File: config.mk
export PLATFORM = sky130hd
export DESIGN_NAME = sobel_frame_sched_flat
export DESIGN_NICKNAME = d
export VERILOG_FILES = /design/src/rtl/sobel_pkg.sv /design/src/rtl/sobel_frame_sched_if.sv /design/src/rtl/sobel_win_addr.sv /design/src/rtl/sobel_frame_sched.sv /design/src/flat_wrapper.sv
export SDC_FILE = /design/constraint.sdc
export NUM_CORES = 2
export LEC_CHECK = 0
export CAP_MARGIN = 20
export CORE_MARGIN = 8
export CORE_UTILIZATION = 40
export CTS_CLUSTER_DIAMETER = 200
export DETAILED_ROUTE_END_ITERATION = 16
export GPL_ROUTABILITY_DRIVEN = 0
export SLEW_MARGIN = 0
export SYNTH_ARGS = -nofsm -noshare
export SYNTH_HDL_FRONTEND = slang
export SYNTH_SLANG_ARGS = --single-unit
File: constraint.sdc
create_clock -name clk -period 11.2 [get_ports clk]
set_clock_uncertainty 0.2 [all_clocks]
set_input_delay 2.24 -clock clk [delete_from_list [all_inputs] [get_ports clk]]
set_output_delay 2.24 -clock clk [all_outputs]
set_load 0.1 [all_outputs]
File: src/rtl/sobel_pkg.sv
// Shared types and defaults for the Sobel frame scheduler.
package sobel_pkg;

  localparam int          ADDR_W_DEF   = 20;
  localparam int unsigned RES_BASE_DEF = 32'h0008_0000;
  localparam int          WIN_PIX      = 9;

  typedef enum logic [2:0] {
    IDLE,
    LOAD,
    FETCH,
    WAIT_RES,
    DONE
  } state_t;

endpackage

File: src/rtl/sobel_frame_sched_if.sv
// Loader stream, buffer port, window stream and result strobe of the scheduler.
interface sobel_frame_sched_if
  import sobel_pkg::*;
#(
  parameter int ADDR_W = ADDR_W_DEF
) ();

  logic              ld_valid;
  logic [7:0]        ld_data;
  logic              ld_ready;
  logic [ADDR_W-1:0] mem_addr;
  logic              mem_we;
  logic [7:0]        mem_wdata;
  logic [7:0]        mem_rdata;
  logic              win_valid;
  logic [7:0]        win_pix;
  logic [3:0]        win_idx;
  logic              win_last;
  logic              res_valid;
  logic [7:0]        res_data;

  modport master (
    input  ld_valid, ld_data, mem_rdata, res_valid, res_data,
    output ld_ready, mem_addr, mem_we, mem_wdata,
           win_valid, win_pix, win_idx, win_last
  );

  modport slave (
    output ld_valid, ld_data, mem_rdata, res_valid, res_data,
    input  ld_ready, mem_addr, mem_we, mem_wdata,
           win_valid, win_pix, win_idx, win_last
  );

endinterface

File: src/rtl/sobel_win_addr.sv
// 3x3 window address walker: row bases are built by repeated addition of the width.
module sobel_win_addr
  import sobel_pkg::*;
#(
  parameter int ADDR_W = ADDR_W_DEF
) (
  input  logic              clk,
  input  logic              rstn,
  input  logic              init,
  input  logic              step,
  input  logic [15:0]       w,
  input  logic [15:0]       h,
  output logic [ADDR_W-1:0] addr,
  output logic [3:0]        idx,
  output logic              last,
  output logic [15:0]       win_x,
  output logic [15:0]       win_y
);

  logic [1:0]        c_q, c_d, r_q, r_d;
  logic [3:0]        idx_q, idx_d;
  logic [15:0]       x_q, x_d, y_q, y_d;
  logic [ADDR_W-1:0] win_base_q, win_base_d, row_base_q, row_base_d;
  logic [ADDR_W-1:0] w_ext;
  logic              x_end;

  assign w_ext = ADDR_W'(w);
  assign x_end = (x_q == w - 16'd3);
  assign addr  = row_base_q + ADDR_W'(x_q) + ADDR_W'(c_q);
  assign idx   = idx_q;
  assign win_x = x_q;
  assign win_y = y_q;
  assign last  = x_end && (y_q == h - 16'd3) && (idx_q == 4'(WIN_PIX - 1));

  // Advance column, then row, then window position; row base tracks (win_y + r) * w.
  always_comb begin
    // NOTE: every _d starts from its _q so no branch leaves a value unassigned (no latch).
    c_d        = c_q;
    r_d        = r_q;
    idx_d      = idx_q;
    x_d        = x_q;
    y_d        = y_q;
    win_base_d = win_base_q;
    row_base_d = row_base_q;
    if (init) begin
      c_d        = '0;
      r_d        = '0;
      idx_d      = '0;
      x_d        = '0;
      y_d        = '0;
      win_base_d = '0;
      row_base_d = '0;
    end else if (step) begin
      idx_d = (idx_q == 4'(WIN_PIX - 1)) ? 4'd0 : idx_q + 4'd1;
      if (c_q != 2'd2) begin
        c_d = c_q + 2'd1;
      end else begin
        c_d = 2'd0;
        if (r_q != 2'd2) begin
          r_d        = r_q + 2'd1;
          row_base_d = row_base_q + w_ext;
        end else begin
          r_d = 2'd0;
          if (!x_end) begin
            x_d        = x_q + 16'd1;
            row_base_d = win_base_q;
          end else begin
            x_d        = 16'd0;
            y_d        = y_q + 16'd1;
            win_base_d = win_base_q + w_ext;
            row_base_d = win_base_q + w_ext;
          end
        end
      end
    end
  end

  // Counter registers.
  always_ff @(posedge clk) begin
    // NOTE: sequential state uses non-blocking assignments only, so every flop samples pre-edge values.
    if (!rstn) begin
      c_q        <= '0;
      r_q        <= '0;
      idx_q      <= '0;
      x_q        <= '0;
      y_q        <= '0;
      win_base_q <= '0;
      row_base_q <= '0;
    end else begin
      c_q        <= c_d;
      r_q        <= r_d;
      idx_q      <= idx_d;
      x_q        <= x_d;
      y_q        <= y_d;
      win_base_q <= win_base_d;
      row_base_q <= row_base_d;
    end
  end

endmodule

File: src/rtl/sobel_frame_sched.sv
// Frame scheduler: loads a frame, streams 3x3 windows, writes Sobel results back.
module sobel_frame_sched
  import sobel_pkg::*;
#(
  parameter int                ADDR_W   = ADDR_W_DEF,
  parameter logic [ADDR_W-1:0] RES_BASE = ADDR_W'(RES_BASE_DEF)
) (
  input  logic                clk,
  input  logic                rstn,
  input  logic                start,
  input  logic [15:0]         W,
  input  logic [15:0]         H,
  output logic                busy,
  output logic                done,
  output logic                err,
  output logic                ovf,
  output logic [15:0]         win_x,
  output logic [15:0]         win_y,
  sobel_frame_sched_if.master bus
);

  state_t            state_q, state_d;
  logic [15:0]       w_q, w_d, h_q, h_d;
  logic [31:0]       npix_q, npix_d, nres_q, nres_d;
  logic [31:0]       ld_cnt_q, ld_cnt_d, res_cnt_q, res_cnt_d;
  logic              hold_full_q, hold_full_d, hold_drain_q, hold_drain_d;
  logic [7:0]        hold_data_q, hold_data_d;
  logic [ADDR_W-1:0] mem_addr_q, mem_addr_d;
  logic              mem_we_q, mem_we_d;
  logic [7:0]        mem_wdata_q, mem_wdata_d;
  logic              rd_q, rd_d;
  logic [3:0]        rd_idx_q, rd_idx_d;
  logic              win_valid_q, win_valid_d, win_last_q, win_last_d;
  logic [3:0]        win_idx_q, win_idx_d;
  logic              ld_ready_q, ld_ready_d, busy_q, busy_d, done_q, done_d;
  logic              err_q, err_d, ovf_q, ovf_d;

  logic              wa_init, wa_step, wa_last;
  logic [ADDR_W-1:0] wa_addr;
  logic [3:0]        wa_idx;
  logic [31:0]       area;
  logic              dims_ok, active, res_acc, wr_pend;

  sobel_win_addr #(.ADDR_W(ADDR_W)) u_win_addr (
    .clk   (clk),
    .rstn  (rstn),
    .init  (wa_init),
    .step  (wa_step),
    .w     (w_q),
    .h     (h_q),
    .addr  (wa_addr),
    .idx   (wa_idx),
    .last  (wa_last),
    .win_x (win_x),
    .win_y (win_y)
  );

  assign area    = 32'(W) * 32'(H);
  assign dims_ok = (W >= 16'd3) && (H >= 16'd3) && (area <= 32'(RES_BASE));
  assign active  = (state_q == FETCH) || (state_q == WAIT_RES);
  assign res_acc = bus.res_valid && active;
  // A held result not yet on the port claims the next request slot.
  assign wr_pend = active && hold_full_q && !hold_drain_q;

  // Next-state, result holding register and buffer-port arbitration.
  always_comb begin
    state_d      = state_q;
    w_d          = w_q;
    h_d          = h_q;
    npix_d       = npix_q;
    nres_d       = nres_q;
    ld_cnt_d     = ld_cnt_q;
    res_cnt_d    = res_cnt_q;
    hold_full_d  = hold_full_q;
    hold_drain_d = hold_drain_q;
    hold_data_d  = hold_data_q;
    mem_addr_d   = mem_addr_q;
    mem_we_d     = 1'b0;
    mem_wdata_d  = mem_wdata_q;
    rd_d         = 1'b0;
    rd_idx_d     = rd_idx_q;
    ld_ready_d   = ld_ready_q;
    done_d       = 1'b0;
    err_d        = err_q;
    ovf_d        = ovf_q;
    wa_init      = 1'b0;
    wa_step      = 1'b0;
    win_valid_d  = rd_q;
    win_idx_d    = rd_idx_q;
    win_last_d   = rd_q && (rd_idx_q == 4'(WIN_PIX - 1));

    // The holding register empties in the cycle its write is on the port.
    if (hold_drain_q) begin
      hold_full_d  = 1'b0;
      hold_drain_d = 1'b0;
    end
    if (res_acc) begin
      if (!hold_full_q || hold_drain_q) begin
        hold_full_d = 1'b1;
        hold_data_d = bus.res_data;
      end else begin
        ovf_d = 1'b1;
      end
    end
    if (wr_pend) begin
      mem_addr_d   = RES_BASE + ADDR_W'(res_cnt_q);
      mem_we_d     = 1'b1;
      mem_wdata_d  = hold_data_q;
      hold_drain_d = 1'b1;
      res_cnt_d    = res_cnt_q + 32'd1;
    end

    unique case (state_q)
      IDLE: begin
        if (start) begin
          w_d       = W;
          h_d       = H;
          npix_d    = area;
          nres_d    = 32'(W - 16'd2) * 32'(H - 16'd2);
          ld_cnt_d  = '0;
          res_cnt_d = '0;
          ovf_d     = 1'b0;
          wa_init   = 1'b1;
          if (dims_ok) begin
            err_d      = 1'b0;
            ld_ready_d = 1'b1;
            state_d    = LOAD;
          end else begin
            err_d   = 1'b1;
            done_d  = 1'b1;
            state_d = DONE;
          end
        end
      end
      LOAD: begin
        if (bus.ld_valid && ld_ready_q) begin
          mem_addr_d  = ADDR_W'(ld_cnt_q);
          mem_we_d    = 1'b1;
          mem_wdata_d = bus.ld_data;
          ld_cnt_d    = ld_cnt_q + 32'd1;
          if (ld_cnt_q == npix_q - 32'd1) begin
            ld_ready_d = 1'b0;
            state_d    = FETCH;
          end
        end
      end
      FETCH: begin
        if (!wr_pend) begin
          mem_addr_d = wa_addr;
          rd_d       = 1'b1;
          rd_idx_d   = wa_idx;
          wa_step    = 1'b1;
          if (wa_last) state_d = WAIT_RES;
        end
      end
      WAIT_RES: begin
        if ((res_cnt_q == nres_q) && !hold_full_q) begin
          done_d  = 1'b1;
          state_d = DONE;
        end
      end
      DONE:    state_d = IDLE;
      default: state_d = IDLE;
    endcase

    busy_d = (state_d != IDLE);
  end

  // State and registered outputs.
  always_ff @(posedge clk) begin
    if (!rstn) begin
      state_q      <= IDLE;
      w_q          <= '0;
      h_q          <= '0;
      npix_q       <= '0;
      nres_q       <= '0;
      ld_cnt_q     <= '0;
      res_cnt_q    <= '0;
      hold_full_q  <= 1'b0;
      hold_drain_q <= 1'b0;
      hold_data_q  <= '0;
      mem_addr_q   <= '0;
      mem_we_q     <= 1'b0;
      mem_wdata_q  <= '0;
      rd_q         <= 1'b0;
      rd_idx_q     <= '0;
      win_valid_q  <= 1'b0;
      win_idx_q    <= '0;
      win_last_q   <= 1'b0;
      ld_ready_q   <= 1'b0;
      busy_q       <= 1'b0;
      done_q       <= 1'b0;
      err_q        <= 1'b0;
      ovf_q        <= 1'b0;
    end else begin
      state_q      <= state_d;
      w_q          <= w_d;
      h_q          <= h_d;
      npix_q       <= npix_d;
      nres_q       <= nres_d;
      ld_cnt_q     <= ld_cnt_d;
      res_cnt_q    <= res_cnt_d;
      hold_full_q  <= hold_full_d;
      hold_drain_q <= hold_drain_d;
      hold_data_q  <= hold_data_d;
      mem_addr_q   <= mem_addr_d;
      mem_we_q     <= mem_we_d;
      mem_wdata_q  <= mem_wdata_d;
      rd_q         <= rd_d;
      rd_idx_q     <= rd_idx_d;
      win_valid_q  <= win_valid_d;
      win_idx_q    <= win_idx_d;
      win_last_q   <= win_last_d;
      ld_ready_q   <= ld_ready_d;
      busy_q       <= busy_d;
      done_q       <= done_d;
      err_q        <= err_d;
      ovf_q        <= ovf_d;
    end
  end

  assign bus.ld_ready  = ld_ready_q;
  assign bus.mem_addr  = mem_addr_q;
  assign bus.mem_we    = mem_we_q;
  assign bus.mem_wdata = mem_wdata_q;
  assign bus.win_valid = win_valid_q;
  // Read data arrives the cycle after the request and is forwarded as-is.
  assign bus.win_pix   = win_valid_q ? bus.mem_rdata : 8'd0;
  assign bus.win_idx   = win_idx_q;
  assign bus.win_last  = win_last_q;
  assign busy          = busy_q;
  assign done          = done_q;
  assign err           = err_q;
  assign ovf           = ovf_q;

endmodule

File: src/flat_wrapper.sv
// flat-port wrapper written by rule: the top's interface ports become plain ports
module sobel_frame_sched_flat import sobel_pkg::*;
#(
  parameter int                ADDR_W   = ADDR_W_DEF,
  parameter logic [ADDR_W-1:0] RES_BASE = ADDR_W'(RES_BASE_DEF)
)
  (clk, rstn, start, W, H, busy, done, err, ovf, win_x, win_y, bus_ld_valid, bus_ld_data, bus_mem_rdata, bus_res_valid, bus_res_data, bus_ld_ready, bus_mem_addr, bus_mem_we, bus_mem_wdata, bus_win_valid, bus_win_pix, bus_win_idx, bus_win_last);
  sobel_frame_sched_if #(.ADDR_W(ADDR_W)) bus_i ();
  input  logic clk;
  input  logic rstn;
  input  logic start;
  input  logic [15:0] W;
  input  logic [15:0] H;
  output logic busy;
  output logic done;
  output logic err;
  output logic ovf;
  output logic [15:0] win_x;
  output logic [15:0] win_y;
  input wire logic [$bits(bus_i.ld_valid)-1:0] bus_ld_valid;
  input wire logic [$bits(bus_i.ld_data)-1:0] bus_ld_data;
  input wire logic [$bits(bus_i.mem_rdata)-1:0] bus_mem_rdata;
  input wire logic [$bits(bus_i.res_valid)-1:0] bus_res_valid;
  input wire logic [$bits(bus_i.res_data)-1:0] bus_res_data;
  output wire logic [$bits(bus_i.ld_ready)-1:0] bus_ld_ready;
  output wire logic [$bits(bus_i.mem_addr)-1:0] bus_mem_addr;
  output wire logic [$bits(bus_i.mem_we)-1:0] bus_mem_we;
  output wire logic [$bits(bus_i.mem_wdata)-1:0] bus_mem_wdata;
  output wire logic [$bits(bus_i.win_valid)-1:0] bus_win_valid;
  output wire logic [$bits(bus_i.win_pix)-1:0] bus_win_pix;
  output wire logic [$bits(bus_i.win_idx)-1:0] bus_win_idx;
  output wire logic [$bits(bus_i.win_last)-1:0] bus_win_last;
  assign bus_i.ld_valid = bus_ld_valid;
  assign bus_i.ld_data = bus_ld_data;
  assign bus_i.mem_rdata = bus_mem_rdata;
  assign bus_i.res_valid = bus_res_valid;
  assign bus_i.res_data = bus_res_data;
  assign bus_ld_ready = bus_i.ld_ready;
  assign bus_mem_addr = bus_i.mem_addr;
  assign bus_mem_we = bus_i.mem_we;
  assign bus_mem_wdata = bus_i.mem_wdata;
  assign bus_win_valid = bus_i.win_valid;
  assign bus_win_pix = bus_i.win_pix;
  assign bus_win_idx = bus_i.win_idx;
  assign bus_win_last = bus_i.win_last;
  sobel_frame_sched #(.ADDR_W(ADDR_W), .RES_BASE(RES_BASE)) u_core (.clk(clk), .rstn(rstn), .start(start), .W(W), .H(H), .busy(busy), .done(done), .err(err), .ovf(ovf), .win_x(win_x), .win_y(win_y), .bus(bus_i));
endmodule
==> Word level (Yosys, flattened, before mapping) <==
Index checks and enable logic that the tools add are counted.
{ "word_totals": {"register_bits": 298, "in_bits": 61, "out_inout_bits": 80} }
{ "op_classes": {"n_addsub": 17, "n_mul": 2, "n_lt_le_gt_ge": 3, "n_eq_ne": 15, "muxes": 51, "bitwise": 4, "n_reduce_logical": 26} }
{ "ops": {"columns": ["op", "count"], "rows": [
  ["$mux 32", 5],
  ["$mux 20", 5],
  ["$add 32x1->32 const B", 2],
  ["$eq 32x32->1", 2],
  ["$pmux 32 s2", 1],
  ["$add 20x16->20", 3],
  ["$pmux 20 s2", 1],
  ["$sub 16x2->17 const B", 2],
  ["$add 16x1->16 const B", 2],
  ["$eq 16x16->1", 2],
  ["$ge 16x2->1 const B", 2],
  ["$le 32x20->1 const B", 1],
  ["$mul 16x16->32", 1],
  ["$mul 32x32->32", 1],
  ["$mux 8", 4],
  ["$sub 16x2->16 const B", 2],
  ["$sub 32x1->32 const B", 1],
  ["$mux 1", 21],
  ["$mux 3", 7],
  ["$add 20x2->20", 1],
  ["$add 20x20->20 const A", 1],
  ["$mux 16", 1],
  ["$pmux 3 s4", 1],
  ["$logic_and 1x1->1", 10],
  ["other kinds (21)", 39]
]} }

==> Longest topological paths before layout <==
{ "logic_depth": {"ltp_word": 8, "depth_mapped": 35} }

==> By module <==
Synthesis repeated with hierarchy kept, for this count alone.
{ "hier_totals": {"hier_cells": 4408, "area_unflattened_um2": 36767.8} }
{ "modules_own_cells": {"columns": ["module", "n_inst", "cells_each", "area_per_inst_um2", "seq_area_each_um2"], "rows": [
  ["sobel_frame_sched", 1, 3522, 29649.7, 4344.2],
  ["sobel_win_addr", 1, 886, 7118.1, 1601.5]
]} }

==> Worst setup path before layout <==
OpenSTA, ideal clock, no wires.
{ "synth_timing": {"path_type": "input -> register", "startpoint": "input W[3]", "endpoint": "register u_core.nres_q[31]", "setup_ps": 115, "arrival_time_ps": 10515, "t_required_ps": 10885, "path_slack_ps": 370, "path_stages": 33, "path_buffers": 1, "cell_sequence": "or4_1 nor4_1 or4b_2 xnor2_1 clkbuf_1 nand2_1 fa_1 inv_1 fa_1 inv_1 fa_1 inv_1 fa_1 fa_1 inv_1 fa_1 inv_1 fa_1 inv_1 fa_1 inv_1 ha_1 nand2_1 or3_1 nand3b_1 o22ai_1 a211o_1 nand3_1 o311ai_0 o21ai_0 xnor2_1 o21ai_0 and2_1"} }
{ "synth_between": {"elab_chain_len": 2} }
{ "synth_rtl": {"columns": ["element", "line_no", "text"], "rows": [
  ["from (decl)", "flat_wrapper.sv:12", "input logic [15:0] W;"],
  ["$sub 16x2->17", "sobel_frame_sched.sv:119", "nres_d = 32'(W - 16'd2) * 32'(H - 16'd2);"],
  ["$mul 32x32->32", "sobel_frame_sched.sv:119", null],
  ["to (signal assigned)", "sobel_frame_sched.sv:200", "nres_q <= nres_d;"],
  ["to (decl)", "sobel_frame_sched.sv:24", "logic [31:0] npix_q, npix_d, nres_q, nres_d;"]
]} }
Every way passes these cells.
A chain may end at the register's enable or synchronous reset.

==> Worst setup path in the final report <==
Ends and elaborated chain as after synthesis.

==> out/metrics.cfg <==
[outcome]
status=complete, no violations

[worst_setup_path]
path_common_cell=fa_1
crit_type=in -> reg
r2r_cells=13
rrSetupSlack_ns=6.96
r2r_end=u_core.bus.mem_addr[18]$_SDFF_PN0_
critical-path-slowest-cell=or4b_2
end_kind=register
start_kind=input pin
slowest_delay_ns=0.70
worstPathArrival_ns=11.01
cp.required_ns=11.44
cp_max_fo=3
worstReg2RegStart=u_core.u_win_addr.win_x[1]$_SDFFE_PP0P_

[sta]
fin_crit_sh_pct=96.1
drv_slew=0
timing.fmax_ghz=0.0929
rsz0062_at_grt=false
hold_viol_final=0
setup_viol=0
worstMarginPinSlew_ns=1.09
worst_slew_margin_rel_pct=26.8
period_needed_ns=10.77

[yosys]
synth_adder_area_share_pct=37.6
synthFlopType=dfxtp_1
async_flop_share_pct=0
mappedNetlistArea_sq_um=38900
ys_warn_count=0
yosysSeqAreaShare_pct=15.3
synthSimpleGateAreaFrac_pct=19.4
synthMuxAreaShare_pct=0.659
synth_seq_cells=297
syn-num-nets=5563
synth_top_family_by_area=adder cells
syn_inst=4661
synth_xor_area_share_pct=7.86
synth.avg_cell_area_sq_um=8.35
synth_edf_count=0
synth_compound_area_share_pct=10.1
synth.distinct_cells=75

[route]
dr.first_iter.drc_count=2012
first_pass_iters=6
wl_um=114000
antenna_left=0
wl_per_cell_um=18.5
drcViolationCount=0
drt-vias-per-instance=5.23
vias=32200

[power]
leakagePower_uw=0.0207
total_power_uw=12500
peakVddDrop_mv=0.556
power_density_nw_per_um2=285

[placed_design]
post-place-cells=6089
io_buffers=140
dp_hpwl_um=90700

[global_route]
grt_util_all_layers_pct=21.3
grt_pass1_wl_um=185000
grt_max_degree=83
grt_pass1_vias=33000
antenna_found_initial=2
grt_overflow_total=0

[clocking]
cts_buffer_depth=3
cts_tree=yes
clock_sinks=297
worstSkewPairLatency_ns=0.55
cts_setup_buffers=0
cts-root-buf=clkbuf_16
cts_max_level=2
clk_pin_slew_worst_paths_ns=0.06
cts_buffers=34

[cells_and_area]
final_cell_mix=inv_1 (723), nand2_1 (678), fa_1 (547)
syn2layout_area_growth_pct=13.3
layout-drive-gt1-share_pct=6.56
mostFrequentLayoutCell=inv_1
nNetsFinal=5752
fin_cells=6152
utilization_pct=45.6

[die]
initial_core_util_pct=40.3
die-area_sq_um=108000
io_pins=141
die_height_um=328
core-area_sq_um=96600
row_count=114
fp.dieW_um=328

[worst_hold_path]
holdPathEnd=u_core.bus.win_last$_SDFF_PN0_
hold_depth=1
hp-start=u_core.rd_idx_q[1]$_SDFFE_PN0P_
hold_path_class=reg -> reg

[job]
cap_viol_max_count=0

-- flip-flops by register name, indices dropped and copies added (netlist names), 16 cells and up --
name	flops
u_core.ld_cnt_q	32
u_core.nres_q	32
u_core.res_cnt_q	32
u_core.npix_q	31
u_core.bus.mem_addr	20
u_core.u_win_addr.row_base_q	20
u_core.u_win_addr.win_base_q	20
u_core.h_q	16
u_core.u_win_addr.win_x	16
u_core.u_win_addr.win_y	16
u_core.w_q	16
-- per-layer routing --
layer,part of all wire [%],routed length [um],vias to the layer above,global-route usage (%)
met4,3.5,3990,2,6.71
met5,0.011,13,-,0
li1,-,-,15200,-
met3,5.6,6320,198,2.40
met1,43,49300,15800,27.8
met2,48,54200,950,36.8
-- cell families after synthesis --
kind of cell,count (synthesis)
buffers and inverters,937
adder cells (fa/ha/maj),841
flip-flops,297
XOR/XNOR,349
AO/OA/AOI/OAI,604
AND/OR/NAND/NOR,1608
multiplexers,25
-- critical path: cells and delay by family --
kind / cells / cell delay, ns
XOR/XNOR: 2 / 0.45
buffers and inverters: 6 / 0.81
AO/OA/AOI/OAI: 6 / 1.13
AND/OR/NAND/NOR: 8 / 2.10
adder cells (fa/ha/maj): 9 / 4.25
-- final cells by class --
| type | instances | area (sq um) |
|---|---|---|
| Clock buffer | 40 | 913 |
| Multi-Input combinational cell | 3427 | 29500 |
| Inverter | 726 | 2730 |
| Timing Repair Buffer | 364 | 3140 |
| Fill cell | 9485 | 52500 |
| Clock inverter | 21 | 273 |
| Sequential cell | 297 | 5950 |
| Antenna cell | 1 | 2.50 |
| Tap cell | 1276 | 1600 |
-- synth_stat cells, types with 9 or more instances --
cell type / number / area share (%)
nor3_1: 76 / 0.98
and2_1: 193 / 3.1
o211ai_1: 16 / 0.31
a2111oi_0: 10 / 0.23
nand4_1: 27 / 0.43
mux2i_1: 20 / 0.51
and3_1: 38 / 0.61
nand3_1: 80 / 1.0
nor4_1: 25 / 0.40
clkbuf_1: 187 / 1.8
nand3b_1: 12 / 0.23
or3_1: 41 / 0.66
o211a_1: 16 / 0.41
xor2_1: 181 / 4.1
ha_1: 294 / 9.5
o21a_1: 15 / 0.29
a31oi_1: 20 / 0.32
o21bai_1: 10 / 0.19
fa_1: 547 / 28
or2_2: 9 / 0.14
a21o_1: 33 / 0.64
nand2b_1: 45 / 0.72
nor2_1: 297 / 2.9
nor3b_1: 12 / 0.23
a21oi_1: 175 / 2.3
nand2_1: 679 / 6.6
a211o_1: 9 / 0.20
nor2b_1: 38 / 0.61
a221oi_1: 11 / 0.25
a211oi_1: 34 / 0.66
xnor2_1: 168 / 3.8
o31ai_1: 11 / 0.21
inv_1: 723 / 7.0
a21boi_0: 62 / 1.2
o21ai_0: 121 / 1.6
dfxtp_1: 297 / 15
buf_1: 21 / 0.20
-- timing repair --
action,4_1_cts,5_1_grt
endpoints found under the hold margin,0,0
hold buffers,0,0
setup endpoints to repair,0,4
gates resized for setup,0,5
-- how the worst max path moves through the flow --
| stage | start | endpoint | slack [ns] | cells past startpoint |
|---|---|---|---|---|
| after floorplan | W[3] | u_core.nres_q[31]$_SDFFE_PN0P_ | 0.37 | 33 |
| after CTS | W[3] | u_core.nres_q[30]$_SDFFE_PN0P_ | 0.20 | 34 |
| after detailed placement | W[3] | u_core.nres_q[28]$_SDFFE_PN0P_ | -0.33 | 33 |
| after global routing | W[3] | u_core.nres_q[31]$_SDFFE_PN0P_ | 0.02 | 33 |
| after global placement | W[3] | u_core.nres_q[31]$_SDFFE_PN0P_ | -0.19 | 33 |
| final | W[3] | u_core.nres_q[31]$_SDFFE_PN0P_ | 0.43 | 31 |
-- report_power, final --
group	internal [uW]	switching [uW]
registers	1140	84.9
logic	4400	5720
clock network	708	488
-- stage by stage --
step	area, sq um	hold WS [ns]	setup TNS, ns	worst slack, ns
floorplan	38900	0.209	0	0.370
finish	44100	0.240	0	0.432
global placement	42800	0.231	-0.549	-0.189
CTS	44000	0.242	0	0.197
global route	44100	0.259	0	0.0230
detailed placement	42800	0.235	-1.22	-0.331
(Power assumes the default switching activity.)
